--- config.mk ---
export PLATFORM = sky130hd
export DESIGN_NAME = stepper_sequencer_flat
export DESIGN_NICKNAME = d
export VERILOG_FILES = /design/src/rtl/stepper_sequencer_if.sv /design/src/rtl/stepper_sequencer.sv /design/src/flat_wrapper.sv
export SDC_FILE = /design/constraint.sdc
export NUM_CORES = 1
export LEC_CHECK = 0
export ABC_AREA = 1
export CAP_MARGIN = 20
export CELL_PAD_IN_SITES_DETAIL_PLACEMENT = 2
export CELL_PAD_IN_SITES_GLOBAL_PLACEMENT = 2
export CORE_MARGIN = 2
export CORE_UTILIZATION = 38
export CTS_CLUSTER_DIAMETER = 60
export DETAILED_ROUTE_END_ITERATION = 10
export DONT_BUFFER_PORTS = 1
export GPL_TIMING_DRIVEN = 0
export PLACE_DENSITY = 0.95
export SYNTH_ARGS = -nofsm -noshare
export SYNTH_HDL_FRONTEND = slang
export SYNTH_SLANG_ARGS = --single-unit
export TNS_END_PERCENT = 5
--- constraint.sdc ---
create_clock -name clk -period 3.75 [get_ports clk]
set_clock_uncertainty 0.1 [all_clocks]
set_input_delay 1.125 -clock clk [delete_from_list [all_inputs] [get_ports clk]]
set_output_delay 1.125 -clock clk [all_outputs]
set_load 0.1 [all_outputs]
--- src/rtl/stepper_sequencer_if.sv ---
// Command/status bundle between the motion-command logic (master) and the
// stepper phase sequencer (slave), including the coil drive outputs.
interface stepper_sequencer_if #(
    parameter int DIV_WIDTH   = 16,
    parameter int COUNT_WIDTH = 16,
    parameter int POS_WIDTH   = 32
);
    logic                        start;
    logic                        stop;
    logic                        dir;
    logic                        half_step;
    logic [DIV_WIDTH-1:0]        period;
    logic [COUNT_WIDTH-1:0]      steps;
    logic                        clr_pos;
    logic                        busy;
    logic                        done;
    logic [3:0]                  step_out;
    logic [2:0]                  phase;
    logic signed [POS_WIDTH-1:0] position;

    modport master (
        output start, stop, dir, half_step, period, steps, clr_pos,
        input  busy, done, step_out, phase, position
    );

    modport slave (
        input  start, stop, dir, half_step, period, steps, clr_pos,
        output busy, done, step_out, phase, position
    );
endinterface

--- src/rtl/stepper_sequencer.sv ---
// Stepper-motor phase sequencer: counted half/full-step moves in either
// direction at a programmable rate, with abort and signed position tracking.
module stepper_sequencer #(
    parameter int DIV_WIDTH   = 16,
    parameter int COUNT_WIDTH = 16,
    parameter int POS_WIDTH   = 32,
    parameter bit HOLD_TORQUE = 1'b1
) (
    input  logic              clk,
    input  logic              reset,
    stepper_sequencer_if.slave bus
);

    localparam logic [0:0] IDLE = 1'b0;
    localparam logic [0:0] RUN  = 1'b1;

    logic [0:0]                  state_q,     state_d;
    logic [2:0]                  phase_q,     phase_d;
    logic signed [POS_WIDTH-1:0] position_q,  position_d;
    logic                        busy_q,      busy_d;
    logic                        done_q,      done_d;
    logic [3:0]                  step_out_q,  step_out_d;
    logic                        dir_q,       dir_d;
    logic                        half_q,      half_d;
    logic [DIV_WIDTH-1:0]        period_q,    period_d;
    logic [DIV_WIDTH-1:0]        timer_q,     timer_d;
    logic [COUNT_WIDTH-1:0]      remaining_q, remaining_d;

    logic [DIV_WIDTH-1:0] eff_period;
    logic [2:0]           inc;

    function automatic logic [3:0] coil_pattern(input logic [2:0] p);
        case (p)
            3'd0:    coil_pattern = 4'b0001;
            3'd1:    coil_pattern = 4'b0011;
            3'd2:    coil_pattern = 4'b0010;
            3'd3:    coil_pattern = 4'b0110;
            3'd4:    coil_pattern = 4'b0100;
            3'd5:    coil_pattern = 4'b1100;
            3'd6:    coil_pattern = 4'b1000;
            default: coil_pattern = 4'b1001;
        endcase
    endfunction

    always_comb begin
        state_d     = state_q;
        phase_d     = phase_q;
        position_d  = position_q;
        busy_d      = busy_q;
        done_d      = 1'b0;
        dir_d       = dir_q;
        half_d      = half_q;
        period_d    = period_q;
        timer_d     = timer_q;
        remaining_d = remaining_q;
        eff_period  = (bus.period == '0) ? DIV_WIDTH'(1) : bus.period;
        inc         = half_q ? 3'd1 : 3'd2;

        case (state_q)
            IDLE: begin
                if (bus.clr_pos) begin
                    position_d = '0;
                end
                // stop outranks start here: the request is dropped without a done pulse
                if (bus.start && !bus.stop) begin
                    dir_d    = bus.dir;
                    half_d   = bus.half_step;
                    period_d = eff_period;
                    if (bus.steps == '0) begin
                        done_d = 1'b1;
                    end else begin
                        state_d     = RUN;
                        busy_d      = 1'b1;
                        timer_d     = eff_period;
                        remaining_d = bus.steps;
                    end
                end
            end
            default: begin
                if (bus.stop) begin
                    state_d = IDLE;
                    busy_d  = 1'b0;
                    done_d  = 1'b1;
                end else if (timer_q == DIV_WIDTH'(1)) begin
                    phase_d     = dir_q ? (phase_q + inc) : (phase_q - inc);
                    position_d  = dir_q ? (position_q + POS_WIDTH'(1)) : (position_q - POS_WIDTH'(1));
                    remaining_d = remaining_q - COUNT_WIDTH'(1);
                    timer_d     = period_q;
                    if (remaining_q == COUNT_WIDTH'(1)) begin
                        state_d = IDLE;
                        busy_d  = 1'b0;
                        done_d  = 1'b1;
                    end
                end else begin
                    timer_d = timer_q - DIV_WIDTH'(1);
                end
            end
        endcase

        // Coil pattern follows the next phase so it lands on the same edge
        step_out_d = ((state_d == RUN) || HOLD_TORQUE) ? coil_pattern(phase_d) : 4'b0000;
    end

    always_ff @(posedge clk or negedge reset) begin
        if (!reset) begin
            state_q     <= IDLE;
            phase_q     <= '0;
            position_q  <= '0;
            busy_q      <= 1'b0;
            done_q      <= 1'b0;
            step_out_q  <= 4'b0000;
            dir_q       <= 1'b0;
            half_q      <= 1'b0;
            period_q    <= DIV_WIDTH'(1);
            timer_q     <= DIV_WIDTH'(1);
            remaining_q <= '0;
        end else begin
            state_q     <= state_d;
            phase_q     <= phase_d;
            position_q  <= position_d;
            busy_q      <= busy_d;
            done_q      <= done_d;
            step_out_q  <= step_out_d;
            dir_q       <= dir_d;
            half_q      <= half_d;
            period_q    <= period_d;
            timer_q     <= timer_d;
            remaining_q <= remaining_d;
        end
    end

    assign bus.busy     = busy_q;
    assign bus.done     = done_q;
    assign bus.step_out = step_out_q;
    assign bus.phase    = phase_q;
    assign bus.position = position_q;

endmodule

--- src/flat_wrapper.sv ---
// flat-port wrapper written by rule: the top's interface ports become plain ports
module stepper_sequencer_flat 
#(
    parameter int DIV_WIDTH   = 16,
    parameter int COUNT_WIDTH = 16,
    parameter int POS_WIDTH   = 32,
    parameter bit HOLD_TORQUE = 1'b1
)
  (clk, reset, bus_start, bus_stop, bus_dir, bus_half_step, bus_period, bus_steps, bus_clr_pos, bus_busy, bus_done, bus_step_out, bus_phase, bus_position);
  stepper_sequencer_if #(.DIV_WIDTH(DIV_WIDTH), .COUNT_WIDTH(COUNT_WIDTH), .POS_WIDTH(POS_WIDTH)) bus_i ();
  input  logic clk;
  input  logic reset;
  input wire logic [$bits(bus_i.start)-1:0] bus_start;
  input wire logic [$bits(bus_i.stop)-1:0] bus_stop;
  input wire logic [$bits(bus_i.dir)-1:0] bus_dir;
  input wire logic [$bits(bus_i.half_step)-1:0] bus_half_step;
  input wire logic [$bits(bus_i.period)-1:0] bus_period;
  input wire logic [$bits(bus_i.steps)-1:0] bus_steps;
  input wire logic [$bits(bus_i.clr_pos)-1:0] bus_clr_pos;
  output wire logic [$bits(bus_i.busy)-1:0] bus_busy;
  output wire logic [$bits(bus_i.done)-1:0] bus_done;
  output wire logic [$bits(bus_i.step_out)-1:0] bus_step_out;
  output wire logic [$bits(bus_i.phase)-1:0] bus_phase;
  output wire logic [$bits(bus_i.position)-1:0] bus_position;
  assign bus_i.start = bus_start;
  assign bus_i.stop = bus_stop;
  assign bus_i.dir = bus_dir;
  assign bus_i.half_step = bus_half_step;
  assign bus_i.period = bus_period;
  assign bus_i.steps = bus_steps;
  assign bus_i.clr_pos = bus_clr_pos;
  assign bus_busy = bus_i.busy;
  assign bus_done = bus_i.done;
  assign bus_step_out = bus_i.step_out;
  assign bus_phase = bus_i.phase;
  assign bus_position = bus_i.position;
  stepper_sequencer #(.DIV_WIDTH(DIV_WIDTH), .COUNT_WIDTH(COUNT_WIDTH), .POS_WIDTH(POS_WIDTH), .HOLD_TORQUE(HOLD_TORQUE)) u_core (.clk(clk), .reset(reset), .bus(bus_i));
endmodule
==> results.py, run 1 <==
metrics = {
    "global_route": {
        "grt_max_degree": 93,
        "grt_pass1_vias": 8808,
        "grt-ovfl-total": 0,
        "grt.total_usage_pct": 30.9,
        "antenna_found_initial": 0,
        "grt_pass1_wl_microns": 48000,
    },
    "drt": {
        "wl_microns": 30200,
        "detail_route.first_pass.iterations": 4,
        "vias_per_cell": 5.50,
        "post_drt_wl_per_cell_microns": 21.7,
        "vias": 7645,
        "drt_iter0_drc": 386,
        "drc": 0,
        "ant_nets": 0,
    },
    "synthesis": {
        "synth-edff-count": 0,
        "yosysWarnings": 0,
        "syn_nets": 1216,
        "yosysSeqAreaShare_pct": 31.8,
        "syn_inst": 1140,
        "synth_cell_types": 45,
        "synth_seq_cells": 92,
        "async_flop_share_pct": 100,
        "synthFlopType": "dfrtp_1",
        "syn_area_sq_um": 7260,
        "synth.avg_cell_area_sq_um": 6.37,
    },
    "setup_path": {
        "critPathKind": "flip-flop to flip-flop",
        "cp.required_ns": 3.90,
        "crit_path_start_kind": "flip-flop",
        "critPathMaxFanout": 23,
        "critical_path_arrival_ns": 3.23,
        "endpoint_kind": "flip-flop",
    },
    "clock_network": {
        "cts_buffer_depth": 2,
        "cts.repair.resized": 0,
        "hold_buffers": 0,
        "clkLatencyLatePin_ns": 0.38,
        "htree_num_levels": 3,
        "cts_sinks": 92,
        "cts_tree": "done",
        "root_buffer": "clkbuf_16",
        "clk_pin_slew_worst_paths_ns": 0.08,
        "post_cts_buffers": 0,
        "numCtsBuffers": 9,
    },
    "pwr": {
        "switching_share_pct": 42.3,
        "p_int_mw": 1.91,
        "p_sw_mw": 1.40,
        "p_seq_share_pct": 39.6,
        "p_comb_share_pct": 31.2,
        "worst_ir_drop_vdd_mv": 0.261,
        "power_density_nw_per_um2": 420,
        "p_leak_nw": 4.32,
        "power.share.clock_pct": 29.2,
    },
    "floorplan": {
        "rows": 50,
        "die_width_microns": 142,
        "die-area_sq_um": 20200,
        "design.portCount": 80,
        "dieHeight_microns": 142,
        "core-area_sq_um": 18700,
        "initial_core_util_pct": 38.8,
    },
    "min_path": {
        "min_path_type": "input pin to asynchronous set/reset pin",
    },
    "final_layout": {
        "design_area_sq_um": 7860,
        "layout_commonest_cell": "nand2_1",
        "final-instance-count-excl-fill": 1391,
        "drive_above_1_share_pct": 5.27,
        "area_growth_pct": 8.33,
        "num-nets-final": 1228,
        "fin_util_pct": 42.0,
        "n_antenna_cell": 0,
        "most-common-layout-cells": "397 x nand2_1, 175 x inv_1, 113 x nor2_1",
    },
    "timing": {
        "hold_viol": 0,
        "rsz0062_at_grt": "no",
        "setup_slack_ns": 0.668,
        "fin_setup_tns_ns": 0,
        "slew_headroom_pct": 23.3,
        "period_needed_ns": 3.08,
        "slew_viol_final": 0,
        "finalCritPeriodShare_pct": 82.2,
        "tightest_slew_ns": 1.15,
        "setup_viol": 0,
        "fmax_mhz": 324,
    },
    "place": {
        "dpl.cell_count": 1375,
        "dpl.hpwl_microns": 22300,
        "place_ws_ns": 0.750,
        "place_congestion": 0.843,
        "place_area_sq_um": 7580,
        "io_buffers": 0,
    },
    "run": {
        "drv_cap": 0,
    },
    "run_status": {
        "outcome": "finished, final reports clean",
    },
}
## metal layers
layer | vias up | global-route usage [%] | share of wire [%]
li1 | 3598 | - | -
met1 | 3825 | 34.9 | 40
met2 | 161 | 58.7 | 53
met3 | 61 | 4.81 | 3.6
met4 | 0 | 10.4 | 2.9
met5 | - | 0 | 0
## worst max-delay path, stage by stage, from the launching register on
cell and delay [ns]:
dfrtp_1 0.45, inv_1 0.43, buf_16 0.25, ha_1 0.31, nand2_1 0.19, inv_1 0.07, a21oi_1 0.31, nand3_1 0.28
nand2_1 0.17, a21oi_1 0.09, o21ai_1 0.29
## state kept, by name, indices dropped and copies added (netlist names)
| signal | count |
|---|---|
| u_core.bus.position | 32 |
| u_core.period_q | 16 |
| u_core.remaining_q | 16 |
| u_core.timer_q | 16 |
| u_core.bus.step_out | 4 |
| u_core.bus.phase | 3 |
| u_core.bus.busy | 1 |
| u_core.bus.done | 1 |
| u_core.dir_q | 1 |
| u_core.half_q | 1 |
| u_core.state_q | 1 |
## power groups by stage
stage	sequential, mW	combinational (mW)	clock, mW
6_report	1.31	1.03	0.962
5_1_grt	1.32	1.15	0.992
4_1_cts	1.31	1.03	0.963
3_5_place_dp	1.32	0.995	0
3_3_place_gp	1.30	0.890	0
2_1_floorplan	1.27	0.698	0
## cells in the mapped netlist (all sizes together), types with 4 or more instances
library cell	count	area (sq um)
a21oi	64	324
and2	4	25.0
buf	16	104
clkbuf	8	30.0
dfrtp	90	2250
ha	35	438
inv	181	679
nand2	403	1530
nand3	67	345
nand4	11	83.8
nor2	120	500
nor3	11	66.3
o211ai	11	82.6
o21ai	79	403
xnor2	13	114
xor2	7	61.3
## cell type report
cell class | instances | area [sq um]
well taps | 234 | 293
clock buffers | 11 | 243
fillers | 2336 | 10800
clock inverters | 5 | 41.3
multi-input cells | 843 | 4140
repair buffers | 1 | 27.5
plain buffers | 24 | 134
flip-flops and latches | 92 | 2300
inverters | 181 | 679
## path summary, 6_finish.rpt
check	startpoint	to	slack, ns	cells past startpoint
setup / recovery	u_core.dir_q$_DFFE_PN0P_	u_core.bus.position[16]$_DFFE_PN0P_	0.67	10
hold / removal	reset	u_core.remaining_q[2]$_DFFE_PN0P_	0.34	0
setup reg to reg	u_core.dir_q$_DFFE_PN0P_	u_core.bus.position[16]$_DFFE_PN0P_	0.67	10
hold reg to reg	u_core.period_q[0]$_DFFE_PN1P_	u_core.period_q[0]$_DFFE_PN1P_	0.40	2
max in group asynchronous	reset	u_core.timer_q[0]$_DFFE_PN1P_	2.96	0
min in group clk	u_core.period_q[0]$_DFFE_PN1P_	u_core.period_q[0]$_DFFE_PN1P_	0.40	2
## cells by family (layout without fill, tap and decap cells)
logic type | Yosys count | count (layout) | synth area share [%]
compound gates | 166 | 166 | 12.5
simple gates | 620 | 620 | 35.5
fa+ha+maj | 37 | 37 | 6.59
xor+xnor | 20 | 20 | 2.41
flops | 92 | 92 | 31.8
buf+inv | 205 | 222 | 11.2
## metrics by stage
| stage | power, mW | hold WS, ns |
|---|---|---|
| after detailed placement | 2.31 | 0.370 |
| final | 3.30 | 0.337 |
| after global placement | 2.19 | 0.352 |
| after CTS | 3.30 | 0.338 |
| after floorplan | 1.97 | 0.337 |
| after global routing | 3.46 | 0.334 |
Note: power is estimated with default switching activity, not from simulation.
==> run 2, diff against run 1 <==
--- a/config.mk
+++ b/config.mk
@@ -10,12 +10,12 @@
 export CELL_PAD_IN_SITES_DETAIL_PLACEMENT = 2
 export CELL_PAD_IN_SITES_GLOBAL_PLACEMENT = 2
 export CORE_MARGIN = 2
-export CORE_UTILIZATION = 38
+export CORE_UTILIZATION = 35
 export CTS_CLUSTER_DIAMETER = 60
 export DETAILED_ROUTE_END_ITERATION = 10
 export DONT_BUFFER_PORTS = 1
 export GPL_TIMING_DRIVEN = 0
-export PLACE_DENSITY = 0.95
+export PLACE_DENSITY = 0.9
 export SYNTH_ARGS = -nofsm -noshare
 export SYNTH_HDL_FRONTEND = slang
 export SYNTH_SLANG_ARGS = --single-unit
==> constraint.sdc (replaced) <==
create_clock -name clk -period 2.9 [get_ports clk]
set_clock_uncertainty 0.1 [all_clocks]
set_input_delay 0.87 -clock clk [delete_from_list [all_inputs] [get_ports clk]]
set_output_delay 0.87 -clock clk [all_outputs]
set_load 0.1 [all_outputs]
==> run 2 against run 1 <==
Net effect: flip-flop and latch count is the same; largest cell class unchanged; combinational power grew 26%; critical endpoint is now u_core.bus.position[25]$_DFFE_PN0P_; final cell count grew 2.8%; sequential share of layout area shrank 0.20 points; worst hold slack lost 0.26 ns; largest power group unchanged; die area grew 8.3%; highest routed layer unchanged.
==> results.py, run 2 (synthesis results as in run 1) <==
metrics = {
    "timing": {
        "tightest_slew_ns": 1.04,
        "slew_headroom_pct": 30.6,
        "setup_slack_ns": 0.122,
        "period_needed_ns": 2.78,
        "hold_viol": 0,
        "fin_setup_tns_ns": 0,
        "slew_viol_final": 0,
        "rsz0062_at_grt": "no",
        "finalCritPeriodShare_pct": 95.8,
        "setup_viol": 0,
        "fmax_mhz": 360,
    },
    "setup_path": {
        "critical_path_arrival_ns": 2.94,
        "critPathMaxStageDelay_ns": 0.75,
        "endpoint_kind": "flip-flop",
        "critPathMaxFanout": 5,
        "cp.required_ns": 3.07,
        "critPathTopFamily": "simple AND/OR/NAND/NOR gates",
        "rr_worst_depth": 11,
        "crit_start": "u_core.bus.position[22]$_DFFE_PN0P_",
        "crit_path_start_kind": "flip-flop",
        "crit_top_cell": "nand2_1",
        "r2r_start": "u_core.bus.position[22]$_DFFE_PN0P_",
        "critPathSlowestCell": "dfrtp_1",
        "r2r-end": "u_core.bus.position[25]$_DFFE_PN0P_",
        "crit_chain": "ha_1 > nand2_1 > inv_1 > nand2_1 > nor3_1 > and2_1 > nand2_1 > nand2_1 > nand2_1 > nand3_1 > nand2_1",
        "reg2reg_setup_slack_ns": 0.12,
        "path_buf_inv": 1,
        "critPathKind": "flip-flop to flip-flop",
    },
    "pwr": {
        "power_mw": 4.21,
        "p_int_mw": 2.45,
        "p_seq_share_pct": 39.9,
        "p_sw_mw": 1.76,
        "p_comb_share_pct": 30.8,
        "switching_share_pct": 41.8,
        "power.share.clock_pct": 29.3,
        "worst_ir_drop_vdd_mv": 0.380,
        "power_density_nw_per_um2": 528,
        "p_leak_nw": 4.32,
    },
    "place": {
        "place_congestion": 0.859,
        "dpl.cell_count": 1411,
        "dpl.hpwl_microns": 21200,
        "place_ws_ns": -0.0556,
        "io_buffers": 0,
    },
    "clock_network": {
        "cts_sinks": 92,
        "clkLatencyLatePin_ns": 0.38,
        "numCtsBuffers": 9,
        "clk_pin_slew_worst_paths_ns": 0.08,
        "hold_buffers": 0,
        "cts_buffer_depth": 2,
        "cts_tree": "done",
        "root_buffer": "clkbuf_16",
        "htree_num_levels": 3,
    },
    "floorplan": {
        "die-area_sq_um": 21900,
        "core-area_sq_um": 20300,
        "rows": 52,
        "die_width_microns": 148,
        "dieHeight_microns": 148,
        "initial_core_util_pct": 35.8,
        "design.portCount": 80,
    },
    "global_route": {
        "grt_pass1_vias": 8559,
        "grt.total_usage_pct": 26.0,
        "antenna_found_initial": 0,
        "grt-ovfl-total": 0,
        "grt_pass1_wl_microns": 44800,
        "grt_max_degree": 93,
    },
    "final_layout": {
        "largest_reg_flops": 32,
        "final-instance-count-excl-fill": 1430,
        "drive_above_1_share_pct": 6.98,
        "seqCellArea_sq_um": 2320,
        "most-common-layout-cells": "397 x nand2_1, 174 x inv_1, 113 x nor2_1",
        "layout_commonest_cell": "nand2_1",
        "n_antenna_cell": 0,
        "area_growth_pct": 9.89,
        "fill_cells": 2560,
        "multiInputGateArea_sq_um": 4150,
        "num-nets-final": 1231,
    },
    "drt": {
        "drc": 0,
        "vias_per_cell": 5.29,
        "drt_iter0_drc": 264,
        "ant_nets": 0,
        "detail_route.first_pass.iterations": 4,
        "post_drt_wl_per_cell_microns": 19.4,
        "wl_microns": 27800,
        "vias": 7569,
    },
    "run": {
        "drv_cap": 0,
    },
    "min_path": {
        "min_path_type": "input pin to asynchronous set/reset pin",
    },
    "run_status": {
        "outcome": "finished, final reports clean",
    },
}
[run 2: worst register-to-register path, cell delays in order, from the launching register on]
cell	delay, ns
dfrtp_1	0.75
ha_1	0.64
nand2_1	0.11
inv_1	0.08
nand2_1	0.08
nor3_1	0.32
and2_1	0.19
nand2_1	0.08
nand2_1	0.08
nand2_1	0.05
nand3_1	0.11
nand2_1	0.07
[run 2: worst max path at each step]
| stage | slack (ns) | cells past startpoint | to |
|---|---|---|---|
| 4_1_cts | 0.02 | 10 | u_core.bus.position[28]$_DFFE_PN0P_ |
| 5_1_grt | 0.006 | 11 | u_core.bus.position[25]$_DFFE_PN0P_ |
| 6_report | 0.12 | 11 | u_core.bus.position[25]$_DFFE_PN0P_ |
| 3_3_place_gp | -0.43 | 12 | u_core.bus.position[29]$_DFFE_PN0P_ |
| 2_1_floorplan | 0.34 | 12 | u_core.bus.position[29]$_DFFE_PN0P_ |
| 3_5_place_dp | -0.06 | 11 | u_core.bus.position[21]$_DFFE_PN0P_ |
[run 2: per-stage QoR]
step                hold WS, ns  area (sq um)  utilization (%)
floorplan                 0.337          7260                -
global placement          0.354          7600             37.4
detailed placement        0.368          7620             37.6
CTS                      0.0799          7910             39.0
global route             0.0796          7980             39.3
finish                   0.0789          7980             39.3
[run 2: final cells by class]
| cell class | instances | share of cell area, % |
|---|---|---|
| flip-flops and latches | 92 | 29.1 |
| clock buffers | 9 | 2.82 |
| inverters | 181 | 8.56 |
| plain buffers | 24 | 1.68 |
| well taps | 270 | 4.24 |
| repair buffers | 4 | 0.878 |
| clock inverters | 7 | 0.737 |
| multi-input cells | 843 | 52.0 |
[run 2: power groups by stage]
stage	logic (mW)	clock network, mW	registers, mW
finish	1.30	1.23	1.68
global route	1.46	1.28	1.71
CTS	1.29	1.26	1.68
detailed placement	1.26	0	1.70
global placement	1.15	0	1.68
floorplan	0.903	0	1.65
[run 2: timing repair]
| action | 4_1_cts | 5_1_grt |
|---|---|---|
| gates resized for setup | 1 | 15 |
| setup endpoints to repair | 6 | 19 |
| setup buffers | 0 | 2 |
[run 2: routing by layer]
layer  global-route usage (%)  wire (microns)
met5                        0               0
met4                     9.67             799
met3                     4.35            1340
met2                     48.3           14300
met1                     29.8           11300
